### src/rtl/ts_out_stub_window_match_pkg.sv
// Shared constants and stub x type for the outer-stub window matcher.
package ts_out_stub_window_match_pkg;
    localparam int STUB_X_PHY_BITS = 13;
    localparam int DEF_NUM_WIN     = 4;
    localparam int DEF_CNT_BITS    = 8;

    typedef logic signed [STUB_X_PHY_BITS-1:0] stub_x_t;
endpackage

### src/rtl/ts_out_stub_window_match_win_cmp_cell.sv
// One window slot: boundary registers, valid bit and signed in-window compare.
module ts_win_cmp_cell
    import ts_out_stub_window_match_pkg::*;
#(
    parameter int X_BITS    = STUB_X_PHY_BITS,
    parameter int INCLUSIVE = 1
) (
    input  logic                     clk,
    input  logic                     rst,
    input  logic                     clear,
    input  logic                     load,
    input  logic signed [X_BITS-1:0] plus,
    input  logic signed [X_BITS-1:0] minus,
    input  logic signed [X_BITS-1:0] x,
    output logic                     vld,
    output logic                     hit
);
    logic signed [X_BITS-1:0] plus_q;
    logic signed [X_BITS-1:0] minus_q;
    logic                     in_win;

    // A load overrides a same-cycle clear; an inverted window empties the slot.
    always_ff @(posedge clk) begin
        if (rst) begin
            plus_q  <= '0;
            minus_q <= '0;
            vld     <= 1'b0;
        end else if (load) begin
            if (plus >= minus) begin
                plus_q  <= plus;
                minus_q <= minus;
                vld     <= 1'b1;
            end else begin
                plus_q  <= '0;
                minus_q <= '0;
                vld     <= 1'b0;
            end
        end else if (clear) begin
            vld <= 1'b0;
        end
    end

    generate
        if (INCLUSIVE != 0) begin : g_incl
            assign in_win = (x >= minus_q) && (x <= plus_q);
        end else begin : g_excl
            assign in_win = (x > minus_q) && (x < plus_q);
        end
    endgenerate

    assign hit = vld && in_win;
endmodule

### src/rtl/ts_out_stub_window_match.sv
// Compares each outer-layer stub against a bank of projected x-windows (2-stage pipeline).
module ts_out_stub_window_match
    import ts_out_stub_window_match_pkg::*;
#(
    parameter int X_BITS    = STUB_X_PHY_BITS,
    parameter int NUM_WIN   = DEF_NUM_WIN,
    parameter int IDX_BITS  = (NUM_WIN > 1) ? $clog2(NUM_WIN) : 1,
    parameter int CNT_BITS  = DEF_CNT_BITS,
    parameter int INCLUSIVE = 1
) (
    input  logic                     clk,
    input  logic                     rst,
    input  logic                     win_load,
    input  logic [IDX_BITS-1:0]      win_idx,
    input  logic signed [X_BITS-1:0] win_plus,
    input  logic signed [X_BITS-1:0] win_minus,
    input  logic                     win_clear,
    input  logic                     stub_valid,
    input  logic signed [X_BITS-1:0] stub_dat,
    output logic [NUM_WIN-1:0]       win_valid,
    output logic                     match_valid,
    output logic [NUM_WIN-1:0]       match_vec,
    output logic                     match_any,
    output logic [IDX_BITS-1:0]      match_idx,
    output logic [CNT_BITS-1:0]      match_count,
    output logic                     bad_win
);
    logic [NUM_WIN-1:0] hit_p0;
    logic [NUM_WIN-1:0] raw_p1;
    logic               vld_p1;
    logic               idx_ok;

    function automatic logic [IDX_BITS-1:0] lowest_idx(input logic [NUM_WIN-1:0] v);
        lowest_idx = '0;
        for (int i = NUM_WIN - 1; i >= 0; i--) begin
            if (v[i]) lowest_idx = IDX_BITS'(i);
        end
    endfunction

    function automatic logic [CNT_BITS-1:0] sat_inc(input logic [CNT_BITS-1:0] c);
        sat_inc = (&c) ? c : c + CNT_BITS'(1);
    endfunction

    assign idx_ok = 32'(win_idx) < NUM_WIN;

    generate
        for (genvar i = 0; i < NUM_WIN; i++) begin : g_win
            ts_win_cmp_cell #(
                .X_BITS   (X_BITS),
                .INCLUSIVE(INCLUSIVE)
            ) u_cell (
                .clk  (clk),
                .rst  (rst),
                .clear(win_clear),
                .load (win_load && idx_ok && (win_idx == IDX_BITS'(i))),
                .plus (win_plus),
                .minus(win_minus),
                .x    (stub_dat),
                .vld  (win_valid[i]),
                .hit  (hit_p0[i])
            );
        end
    endgenerate

    // Stage 1: raw hits against the bank as it stood before this edge.
    always_ff @(posedge clk) begin
        if (rst) begin
            vld_p1 <= 1'b0;
            raw_p1 <= '0;
        end else begin
            vld_p1 <= stub_valid;
            raw_p1 <= {NUM_WIN{stub_valid}} & hit_p0;
        end
    end

    // Stage 2: registered results, priority index and saturating count.
    always_ff @(posedge clk) begin
        if (rst) begin
            match_valid <= 1'b0;
            match_vec   <= '0;
            match_any   <= 1'b0;
            match_idx   <= '0;
            match_count <= '0;
            bad_win     <= 1'b0;
        end else begin
            match_valid <= vld_p1;
            match_vec   <= raw_p1;
            match_any   <= |raw_p1;
            match_idx   <= lowest_idx(raw_p1);
            if (win_clear) begin
                match_count <= '0;
            end else if (vld_p1 && |raw_p1) begin
                match_count <= sat_inc(match_count);
            end
            if (win_load && idx_ok && (win_plus < win_minus)) begin
                bad_win <= 1'b1;
            end
        end
    end
endmodule

### config.mk
export PLATFORM = sky130hd
export DESIGN_NAME = ts_out_stub_window_match
export DESIGN_NICKNAME = d
export VERILOG_FILES = /design/src/rtl/ts_out_stub_window_match_pkg.sv /design/src/rtl/ts_out_stub_window_match_win_cmp_cell.sv /design/src/rtl/ts_out_stub_window_match.sv
export SDC_FILE = /design/constraint.sdc
export NUM_CORES = 1
export LEC_CHECK = 0
export BUFFER_PORTS_ARGS = -buffer_cell sky130_fd_sc_hd__buf_4
export CAP_MARGIN = 20
export CORE_UTILIZATION = 28
export CTS_CLUSTER_SIZE = 24
export DETAILED_ROUTE_END_ITERATION = 10
export PLACE_DENSITY = 0.44
export RECOVER_POWER = 25
export SYNTH_ARGS = -nofsm -noshare
export SYNTH_HDL_FRONTEND = slang
export SYNTH_SLANG_ARGS = --single-unit
### constraint.sdc
create_clock -name clk -period 1.9 [get_ports clk]
set_input_delay 0.19 -clock clk [delete_from_list [all_inputs] [get_ports clk]]
set_output_delay 0.19 -clock clk [all_outputs]
set_load 0.01 [all_outputs]
==> impl_metrics.env, run 1 <==
export IMPL_outcome="complete, but fails checks"
export IMPL_violations="DRC, setup timing"
export IMPL_die_area_um2=27800
export IMPL_cp_max_fo=2
export IMPL_syn_nets=1099
export IMPL_post_place_ws_ns=-0.294
export IMPL_slew_viol_final=0
export IMPL_critPathMaxStageDelay_ns=0.32
export IMPL_wire_per_inst_um=18.6
export IMPL_yosysTopAreaCell="dfxtp_1"
export IMPL_die_h_um=167
export IMPL_worst_pin_slew_ns=1.01
export IMPL_drive_gt1_frac=0.231
export IMPL_grt_max_degree=44
export IMPL_fin_area_um2=10000
export IMPL_finalCritPeriodShare=1.03
export IMPL_diodes=0
export IMPL_p_leak_nw=3.86
export IMPL_antenna_left=0
export IMPL_synth_seq_cells=130
export IMPL_irDropWorstVdd_uv=588
export IMPL_critPathRequiredTime_ns=2.28
export IMPL_rsz0062_at_grt="true"
export IMPL_min_to="g_win[0].u_cell.plus_q[5]"
export IMPL_core_area_um2=26400
export IMPL_drcViolationCount=2
export IMPL_worstReg2RegStart="g_win[3].u_cell.minus_q[4]"
export IMPL_start_util=0.288
export IMPL_vias=6921
export IMPL_regArea_um2=2620
export IMPL_placed_area_um2=9090
export IMPL_synth_area_um2=7590
export IMPL_avgViaCountPerCell=4.86
export IMPL_setup_violations=1
export IMPL_clk_pin_slew_worst_paths_ns=0.07
export IMPL_nets=1239
export IMPL_maxSlewHeadroom=0.327
export IMPL_place_congestion=0.833
export IMPL_path_class="flip-flop to flip-flop"
export IMPL_synth_cells=935
export IMPL_drt_iter0_drc=292
export IMPL_arrival_ns=2.34
export IMPL_clock_sinks=130
export IMPL_htree_levels=4
export IMPL_reg2reg_slack_ns=-0.06
export IMPL_grt_usage=0.195
export IMPL_synth_area_leaders="dfxtp_1 (34%), ha_1 (19%), a21oi_1 (7.8%)"
export IMPL_num_rows=59
export IMPL_synthFlopType="dfxtp_1"
export IMPL_grt_overflow=0
export IMPL_power_density_nw_per_um2=795
export IMPL_worstHoldStart="win_plus[5]"
export IMPL_r2r_cells=10
export IMPL_ys_warn_count=0
export IMPL_worst_hold_path_type="input pin to flip-flop"
export IMPL_multiInputGateArea_um2=4620
export IMPL_synthArstFlopShare=0
export IMPL_cap_violations=0
export IMPL_portBuffers=66
export IMPL_timing_final_crit_period_ns=1.96
export IMPL_fin_skew_ns=0.0102
export IMPL_synth_top_cell_area_share=0.343
export IMPL_fp_dieW_um=167
export IMPL_insertion_delay_ns=0.43
export IMPL_cp_startpoint="g_win[3].u_cell.minus_q[4]"
export IMPL_max_freq_mhz=509
export IMPL_area_delta_synth_final_pct=32.1
export IMPL_crit_path_cell_trace="inv_1, ha_4, and3_4, o21ai_2, a311oi_2, buf_4, nor3_4, mux2i_1, a221oi_2, buf_4"
export IMPL_antenna_found_initial=0
export IMPL_whs_path_depth=3
export IMPL_fill_cells=2757
export IMPL_grt_pass1_vias=6589
export IMPL_crit_path_top_delay_cell="dfxtp_2"
export IMPL_cts_buffer_depth=2
export IMPL_dr_pass1_iters=8
export IMPL_ys_top_cells_by_count="dfxtp_1 (130), inv_1 (129), a21oi_1 (118), ha_1 (118), nand2_1 (109)"
export IMPL_cts_root_buf="clkbuf_16"
export IMPL_hpwl_um=19400
export IMPL_ios=67
export IMPL_grt_pass1_wl_um=40700
export IMPL_synth_cell_type_count=53
export IMPL_drt_wl_total_um=26400
export IMPL_cts_tree="built"
export IMPL_start_kind="flip-flop"
export IMPL_crit_top_cell="buf_4"
export IMPL_syn_area_per_cell_um2=8.11
export IMPL_r2r_end="raw_p1[3]"
export IMPL_synth_most_common_cell="dfxtp_1"
export IMPL_ys_seq_area_frac=0.343
export IMPL_cts_inserted_buffers=17
export IMPL_synth_edf_count=0
export IMPL_hold_viol_final=0
export IMPL_holdWs_ns=0.0693
export IMPL_timing_final_ws_setup_ns=-0.0647
export IMPL_end_kind="flip-flop"
-- layout make-up --
class / instances / share of cell area
flip-flops and latches: 130 / 0.262
clock buffers: 17 / 0.0425
repair buffers: 168 / 0.120
inverters: 129 / 0.0483
multi-input cells: 629 / 0.461
well taps: 335 / 0.0418
clock inverters: 15 / 0.0244
-- through the flow --
stage                      util  cells  power (mW)  setup TNS (ns)
after floorplan               -    935        3.54               0
after global placement    0.345   1388        4.14          -18.83
after detailed placement  0.345   1388        4.14          -17.99
after CTS                 0.377   1420        8.00         -0.0388
after global routing      0.380   1423        8.31           -4.24
final                     0.380   1423        7.97         -0.0647
-- logic make-up (layout without fill, tap and decap cells) --
kind of cell               count (synthesis)  after routing  share of synthesized area
xor gates and xnor gates                   5              5                    0.00577
AOI/OAI and AO/OA                        202            202                      0.170
buffers and inverters                    176            329                     0.0938
muxes                                      3              3                    0.00396
DFF                                      130            130                      0.343
and+or+nand+nor                          301            301                      0.189
adders and majority gates                118            118                      0.195
-- layer usage --
metal	vias to the layer above	track usage	part of all wire
met4	0	0.0483	0.011
met3	21	0.0252	0.030
met5	-	0	0
li1	3545	-	-
met1	3257	0.278	0.51
met2	98	0.308	0.45
-- cell usage in the layout (no fill, tap or decap), types with 5 or more instances in the layout --
master     instances
inv_1            119
clkbuf_1          25
nor2b_1           11
inv_6              5
a21o_1             8
dfxtp_1          113
dfxtp_2           17
and3_1             6
buf_4            137
a32o_1            27
o211ai_1           5
ha_4              15
nand3_1           90
o21ai_0           10
nand4_1           21
clkbuf_16         17
nand2_1          109
bufinv_16          5
o21ai_1            5
ha_1             103
nor2_1            28
a21oi_1          115
inv_2             10
-- worst max-delay path by stage --
stage | end | slack (ns) | depth (start not counted)
6_report | raw_p1[3] | -0.06 | 10
3_5_place_dp | raw_p1[3] | -0.29 | 11
4_1_cts | raw_p1[3] | -0.04 | 9
3_3_place_gp | raw_p1[3] | -0.28 | 11
5_1_grt | raw_p1[3] | -0.19 | 10
2_1_floorplan | match_count[5] | 0.16 | 6
-- registers in the layout (all words and copies together) (netlist names) --
register and cells:
g_win.u_cell.minus_q 52, match_vec 4, vld_p1 1, match_any 1, bad_win 1, match_valid 1
g_win.u_cell.plus_q 52, match_idx 2, raw_p1 4, g_win.u_cell.vld 4, match_count 8
-- critical path: cells and delay by family, from the launching register on --
family          cells  cell delay, ns
flops               1            0.32
compound gates      3            0.60
mux                 1            0.13
buf+inv             3            0.38
fa+ha+maj           1            0.26
simple gates        2            0.22
-- what timing repair did --
item	CTS	global route
setup endpoints to repair	4	5
resized for setup	34	42
setup buffers	0	3
pin swaps	14	17
hold buffers	0	0
-- power by group --
group	internal [mW]	leakage [nW]	switching [mW]	total [mW]
Clock	2.38	0.325	1.44	3.82
Sequential	2.80	1.06	0.0417	2.84
Combinational	0.545	2.48	0.758	1.30
Total	5.73	3.86	2.24	7.97
Power figures use the tool's default switching activity.
==> inputs of run 2 (changes only) <==
CTS_BUF_LIST = sky130_fd_sc_hd__clkbuf_2   (was default)
CTS_CLUSTER_SIZE = 40   (was 24)
SKIP_LAST_GASP = 1   (was default)
==> run 2 against run 1 <==
The run still ends with DRC, setup timing left. Maximum frequency decreased by 1.8%. Register-to-register slack got worse by 0.04 ns. Wire length about the same. Final area fell by 0.44%. Total power fell by 18%. Core utilization fell by 0.17 points. Count of clock-buffer cells in the layout unchanged. Sequential cell count stayed put. Hold slack improved by 0.064 ns. Sequential power about the same. Clock skew increased by 0.029 ns. Die area did not move.
==> impl_metrics.env, run 2 (same netlist as run 1, synthesis figures left out) <==
export IMPL_post_place_ws_ns=-0.294
export IMPL_grt_overflow=0
export IMPL_fin_area_um2=9980
export IMPL_vias=7073
export IMPL_path_class="flip-flop to flip-flop"
export IMPL_grt_pass1_vias=6776
export IMPL_worstHoldStart="stub_dat[1]"
export IMPL_fill_cells=2809
export IMPL_cts_inserted_buffers=17
export IMPL_r2r_end="raw_p1[3]"
export IMPL_area_delta_synth_final_pct=31.5
export IMPL_cp_startpoint="g_win[3].u_cell.plus_q[6]"
export IMPL_end_kind="flip-flop"
export IMPL_fin_skew_ns=0.0391
export IMPL_wire_per_inst_um=18.2
export IMPL_total_power_mw=6.52
export IMPL_clock_sinks=130
export IMPL_drive_gt1_frac=0.217
export IMPL_maxSlewHeadroom=0.307
export IMPL_grt_max_degree=44
export IMPL_ios=67
export IMPL_cap_violations=0
export IMPL_finalCritPeriodShare=1.05
export IMPL_drt_wl_total_um=26500
export IMPL_place_congestion=0.833
export IMPL_die_h_um=167
export IMPL_hold_viol_final=0
export IMPL_grt_pass1_wl_um=41000
export IMPL_rsz0062_at_grt="true"
export IMPL_start_kind="flip-flop"
export IMPL_antenna_found_initial=1
export IMPL_cts_root_buf="clkbuf_2"
export IMPL_hpwl_um=19400
export IMPL_cp_max_fo=3
export IMPL_worst_hold_path_type="input pin to flip-flop"
export IMPL_violations="DRC, setup timing"
export IMPL_outcome="complete, but fails checks"
export IMPL_timing_final_crit_period_ns=2.00
export IMPL_p_leak_nw=3.86
export IMPL_cp_depth=8
export IMPL_portBuffers=66
export IMPL_power_density_nw_per_um2=653
export IMPL_drcViolationCount=2
export IMPL_fp_dieW_um=167
export IMPL_largestRegisters="g_win.u_cell.minus_q: 52 flops, g_win.u_cell.plus_q: 52 flops, match_count: 8 flops"
export IMPL_critPathTopFamily="compound AO/OA/AOI/OAI gates"
export IMPL_timing_final_ws_setup_ns=-0.101
export IMPL_clk_pin_slew_worst_paths_ns=0.25
export IMPL_die_area_um2=27800
export IMPL_layout_commonest_cell="buf_4"
export IMPL_slew_viol_final=0
export IMPL_core_area_um2=26400
export IMPL_cts_tree="built"
export IMPL_drt_iter0_drc=379
export IMPL_layout_common_cells="buf_4 (139), inv_1 (124), a21oi_1 (114), dfxtp_1 (114)"
export IMPL_critPathRequiredTime_ns=2.62
export IMPL_setup_violations=16
export IMPL_cts_buffer_depth=2
export IMPL_critPathMaxStageDelay_ns=0.36
export IMPL_irDropWorstVdd_uv=323
export IMPL_max_freq_mhz=500
export IMPL_endpoint="raw_p1[3]"
export IMPL_arrival_ns=2.72
export IMPL_insertion_delay_ns=0.75
export IMPL_crit_path_cell_trace="inv_1, ha_1, a211oi_2, nand3_1, o211ai_1, nand4_1, a221oi_2, buf_4"
export IMPL_dr_pass1_iters=7
export IMPL_antenna_left=0
export IMPL_num_rows=59
export IMPL_grt_usage=0.196
export IMPL_avgViaCountPerCell=4.86
export IMPL_placed_area_um2=9090
export IMPL_worstReg2RegStart="g_win[3].u_cell.plus_q[6]"
export IMPL_worst_pin_slew_ns=1.04
export IMPL_path_buf_inv=2
export IMPL_htree_levels=4
export IMPL_reg2reg_slack_ns=-0.10
export IMPL_r2r_cells=8
export IMPL_start_util=0.288
export IMPL_nets=1271
export IMPL_crit_path_top_delay_cell="dfxtp_2"
## run 2: cell types whose count changed in the layout (fill, tap and decap cells not counted), sizes merged
cell,change
dlygate4sd3,+32
buf,+3
clkbuf,-3
diode,+1
## run 2: area by class of cell
| class | instances | area (um2) | share of cell area |
|---|---|---|---|
| Multi-Input combinational cell | 629 | 4570 | 0.458 |
| Sequential cell | 130 | 2620 | 0.263 |
| Timing Repair Buffer | 200 | 1550 | 0.155 |
| Inverter | 129 | 484 | 0.0485 |
| Tap cell | 335 | 419 | 0.0420 |
| Clock inverter | 15 | 244 | 0.0245 |
| Clock buffer | 17 | 85.1 | 0.00853 |
| Antenna cell | 1 | 2.50 | 0.000251 |
## run 2: worst min path at each step
stage,end,slack (ns),cells past startpoint
after floorplan,g_win[0].u_cell.minus_q[10],0.34,2
after global placement,g_win[0].u_cell.plus_q[12],0.44,2
after detailed placement,g_win[3].u_cell.minus_q[12],0.45,2
after CTS,raw_p1[2],0.03,4
after global routing,raw_p1[2],0.07,4
final,raw_p1[2],0.13,4
## run 2: metal layers
metal | share of wire | track usage | up-vias
li1 | - | - | 3607
met1 | 0.51 | 0.279 | 3357
met2 | 0.45 | 0.315 | 98
met4 | 0.0070 | 0.0374 | 0
met5 | 0 | 0 | -
met3 | 0.026 | 0.0266 | 11
## run 2: per-stage QoR
| step | util | setup TNS, ns | hold slack (ns) | instances |
|---|---|---|---|---|
| floorplan | - | 0 | 0.337 | 935 |
| global placement | 0.345 | -18.83 | 0.443 | 1388 |
| detailed placement | 0.345 | -17.99 | 0.447 | 1388 |
| CTS | 0.375 | -0.0611 | 0.0289 | 1453 |
| global route | 0.379 | -1.30 | 0.0707 | 1456 |
| finish | 0.379 | -0.408 | 0.133 | 1456 |
## run 2: repair_timing
action,4_1_cts,5_1_grt
resized for setup,40,31
endpoints found under the hold margin,122,0
pin swaps,14,16
setup endpoints to repair,4,91
hold buffers,32,0
buffers inserted,1,2
## run 2: power by group
group	switching [mW]	internal, mW
Combinational	0.773	0.589
Clock	1.26	1.05
Sequential	0.0406	2.81
## run 2: worst register-to-register path, stage by stage (launching register included)
cell and delay [ns]:
dfxtp_2 0.36, inv_1 0.04, ha_1 0.30, a211oi_2 0.25, nand3_1 0.15, o211ai_1 0.31
nand4_1 0.18, a221oi_2 0.27, buf_4 0.15
==> inputs of run 3 (changes only) <==
CAP_MARGIN = default   (was 20)
PLACE_DENSITY = default   (was 0.44)
PLACE_DENSITY_LB_ADDON = 0.25   (was default)
SETUP_SLACK_MARGIN = 0.2   (was default)
==> run 3 against run 2 <==
Final cell count barely moved. Non-clock buffer count grew 2. Hold slack got worse by 0.068 ns. Final area up 4.0%. The flow now finishes without violations. Count of clock-buffer cells in the layout is 5 higher. Register-to-register slack better by 0.20 ns. Critical endpoint is now g_win[3].u_cell.minus_q[0]. Maximum frequency up 8.8%. Clock power decreased by 34%. Core utilization is 1.5 points higher. Largest cell class unchanged.
==> impl_metrics.env, run 3 (same netlist as run 1, synthesis figures left out) <==
export IMPL_p_leak_nw=3.95
export IMPL_rsz0062_at_grt="true"
export IMPL_cp_max_fo=36
export IMPL_grt_overflow=0
export IMPL_nets=1273
export IMPL_drive_gt1_frac=0.291
export IMPL_crit_path_cell_trace="dlygate4sd3_1, clkbuf_1, clkbuf_1, buf_4, a21oi_1"
export IMPL_insertion_delay_ns=0.74
export IMPL_avgViaCountPerCell=5.02
export IMPL_cap_violations=0
export IMPL_wire_per_inst_um=18.4
export IMPL_irDropWorstVdd_uv=324
export IMPL_path_buf_inv=4
export IMPL_grt_pass1_vias=6880
export IMPL_max_freq_mhz=544
export IMPL_die_h_um=167
export IMPL_layout_commonest_cell="buf_4"
export IMPL_holdWs_ns=0.0648
export IMPL_cts_inserted_buffers=17
export IMPL_path_class="input pin to flip-flop"
export IMPL_area_delta_synth_final_pct=36.7
export IMPL_critPathRequiredTime_ns=2.51
export IMPL_grt_usage=0.194
export IMPL_outcome="complete, no violations"
export IMPL_start_util=0.288
export IMPL_critPathMaxStageDelay_ns=0.58
export IMPL_core_area_um2=26400
export IMPL_largestRegisters="g_win.u_cell.minus_q: 52 flops, g_win.u_cell.plus_q: 52 flops, match_count: 8 flops"
export IMPL_cts_tree="built"
export IMPL_ios=67
export IMPL_finalCritPeriodShare=0.968
export IMPL_crit_top_cell="clkbuf_1"
export IMPL_die_area_um2=27800
export IMPL_post_place_ws_ns=-0.380
export IMPL_num_rows=59
export IMPL_setup_violations=0
export IMPL_antenna_left=0
export IMPL_timing_final_crit_period_ns=1.84
export IMPL_critPathTopFamily="buffers and inverters"
export IMPL_crit_path_top_delay_cell="clkbuf_1"
export IMPL_drcViolationCount=0
export IMPL_slew_viol_final=0
export IMPL_worst_hold_path_type="input pin to flip-flop"
export IMPL_antenna_found_initial=1
export IMPL_vias=7320
export IMPL_hpwl_um=18900
export IMPL_fin_skew_ns=0.0239
export IMPL_drt_iter0_drc=420
export IMPL_layout_common_cells="buf_4 (144), inv_1 (110), a21oi_1 (110), nand2_1 (107), dfxtp_1 (92)"
export IMPL_timing_final_ws_setup_ns=0.0608
export IMPL_grt_max_degree=39
export IMPL_htree_levels=4
export IMPL_maxSlewHeadroom=0.444
export IMPL_dr_pass1_iters=4
export IMPL_grt_pass1_wl_um=40700
export IMPL_drt_wl_total_um=26800
export IMPL_arrival_ns=2.45
export IMPL_end_kind="flip-flop"
export IMPL_portBuffers=66
export IMPL_cts_buffer_depth=2
export IMPL_place_congestion=0.830
export IMPL_hold_viol_final=0
export IMPL_power_density_nw_per_um2=567
export IMPL_worst_pin_slew_ns=0.826
export IMPL_clk_pin_slew_worst_paths_ns=0.18
export IMPL_start_kind="input pin"
export IMPL_clock_sinks=130
export IMPL_cts_root_buf="clkbuf_2"
export IMPL_fp_dieW_um=167
run 3: cell count changes in the layout (fill, tap and decap cells not counted), sizes merged:
cell | before | now
inv | 137 | 129
buf | 144 | 156
dlymetal6s4s | 0 | 2
clkbuf | 41 | 38
clkinv | 1 | 8
clkinvlp | 1 | 0
bufinv | 5 | 1
dlygate4sd3 | 32 | 28
run 3: final timing paths:
path,from,end,slack (ns),depth (start not counted)
min,win_minus[5],g_win[1].u_cell.minus_q[5],0.06,4
min reg2reg,g_win[3].u_cell.minus_q[3],g_win[3].u_cell.minus_q[3],0.47,2
max,rst,g_win[3].u_cell.minus_q[0],0.06,5
max reg2reg,g_win[2].u_cell.minus_q[7],raw_p1[2],0.10,8
run 3: power breakdown:
| part | internal, mW | leakage [nW] | switching (mW) |
|---|---|---|---|
| clock | 0.468 | 0.130 | 1.06 |
| combinational | 0.678 | 2.74 | 0.828 |
| sequential | 2.81 | 1.07 | 0.0428 |
| total | 3.95 | 3.95 | 1.93 |
run 3: what timing repair did:
action	in CTS	in global routing
setup buffers	1	9
endpoints found under the hold margin	128	0
pin swaps	38	29
endpoints found under the setup margin	6	113
gates cloned	0	1
resized for setup	108	55
hold buffers	30	0
run 3: layer usage:
layer / share of wire / track usage
met1: 0.48 / 0.265
met2: 0.45 / 0.305
met3: 0.047 / 0.0326
met4: 0.025 / 0.0717
met5: 0 / 0
run 3: area by class of cell:
cell class	instances	area, um2
Antenna cell	1	2.50
Clock buffer	22	110
Clock inverter	9	66.3
Fill cell	2671	16000
Inverter	129	484
Multi-Input combinational cell	629	4960
Sequential cell	130	2650
Tap cell	335	419
Timing Repair Buffer	202	1670
run 3: metrics by stage:
step                      power (mW)  cells  area [um2]  TNS [ns]   util
after global routing            6.21   1457       10400   -0.0306  0.394
after global placement          4.12   1384        9100    -24.42  0.345
after floorplan                 3.54    935        7600         0      -
after detailed placement        4.13   1384        9100    -25.74  0.345
after CTS                       5.82   1446       10100         0  0.382
final                           5.88   1457       10400         0  0.394
run 3: tightest hold or removal path: cells and delay by family:
kind	cells	cell delay, ns
buffers and inverters	3	0.43
AOI/OAI and AO/OA	1	0.15
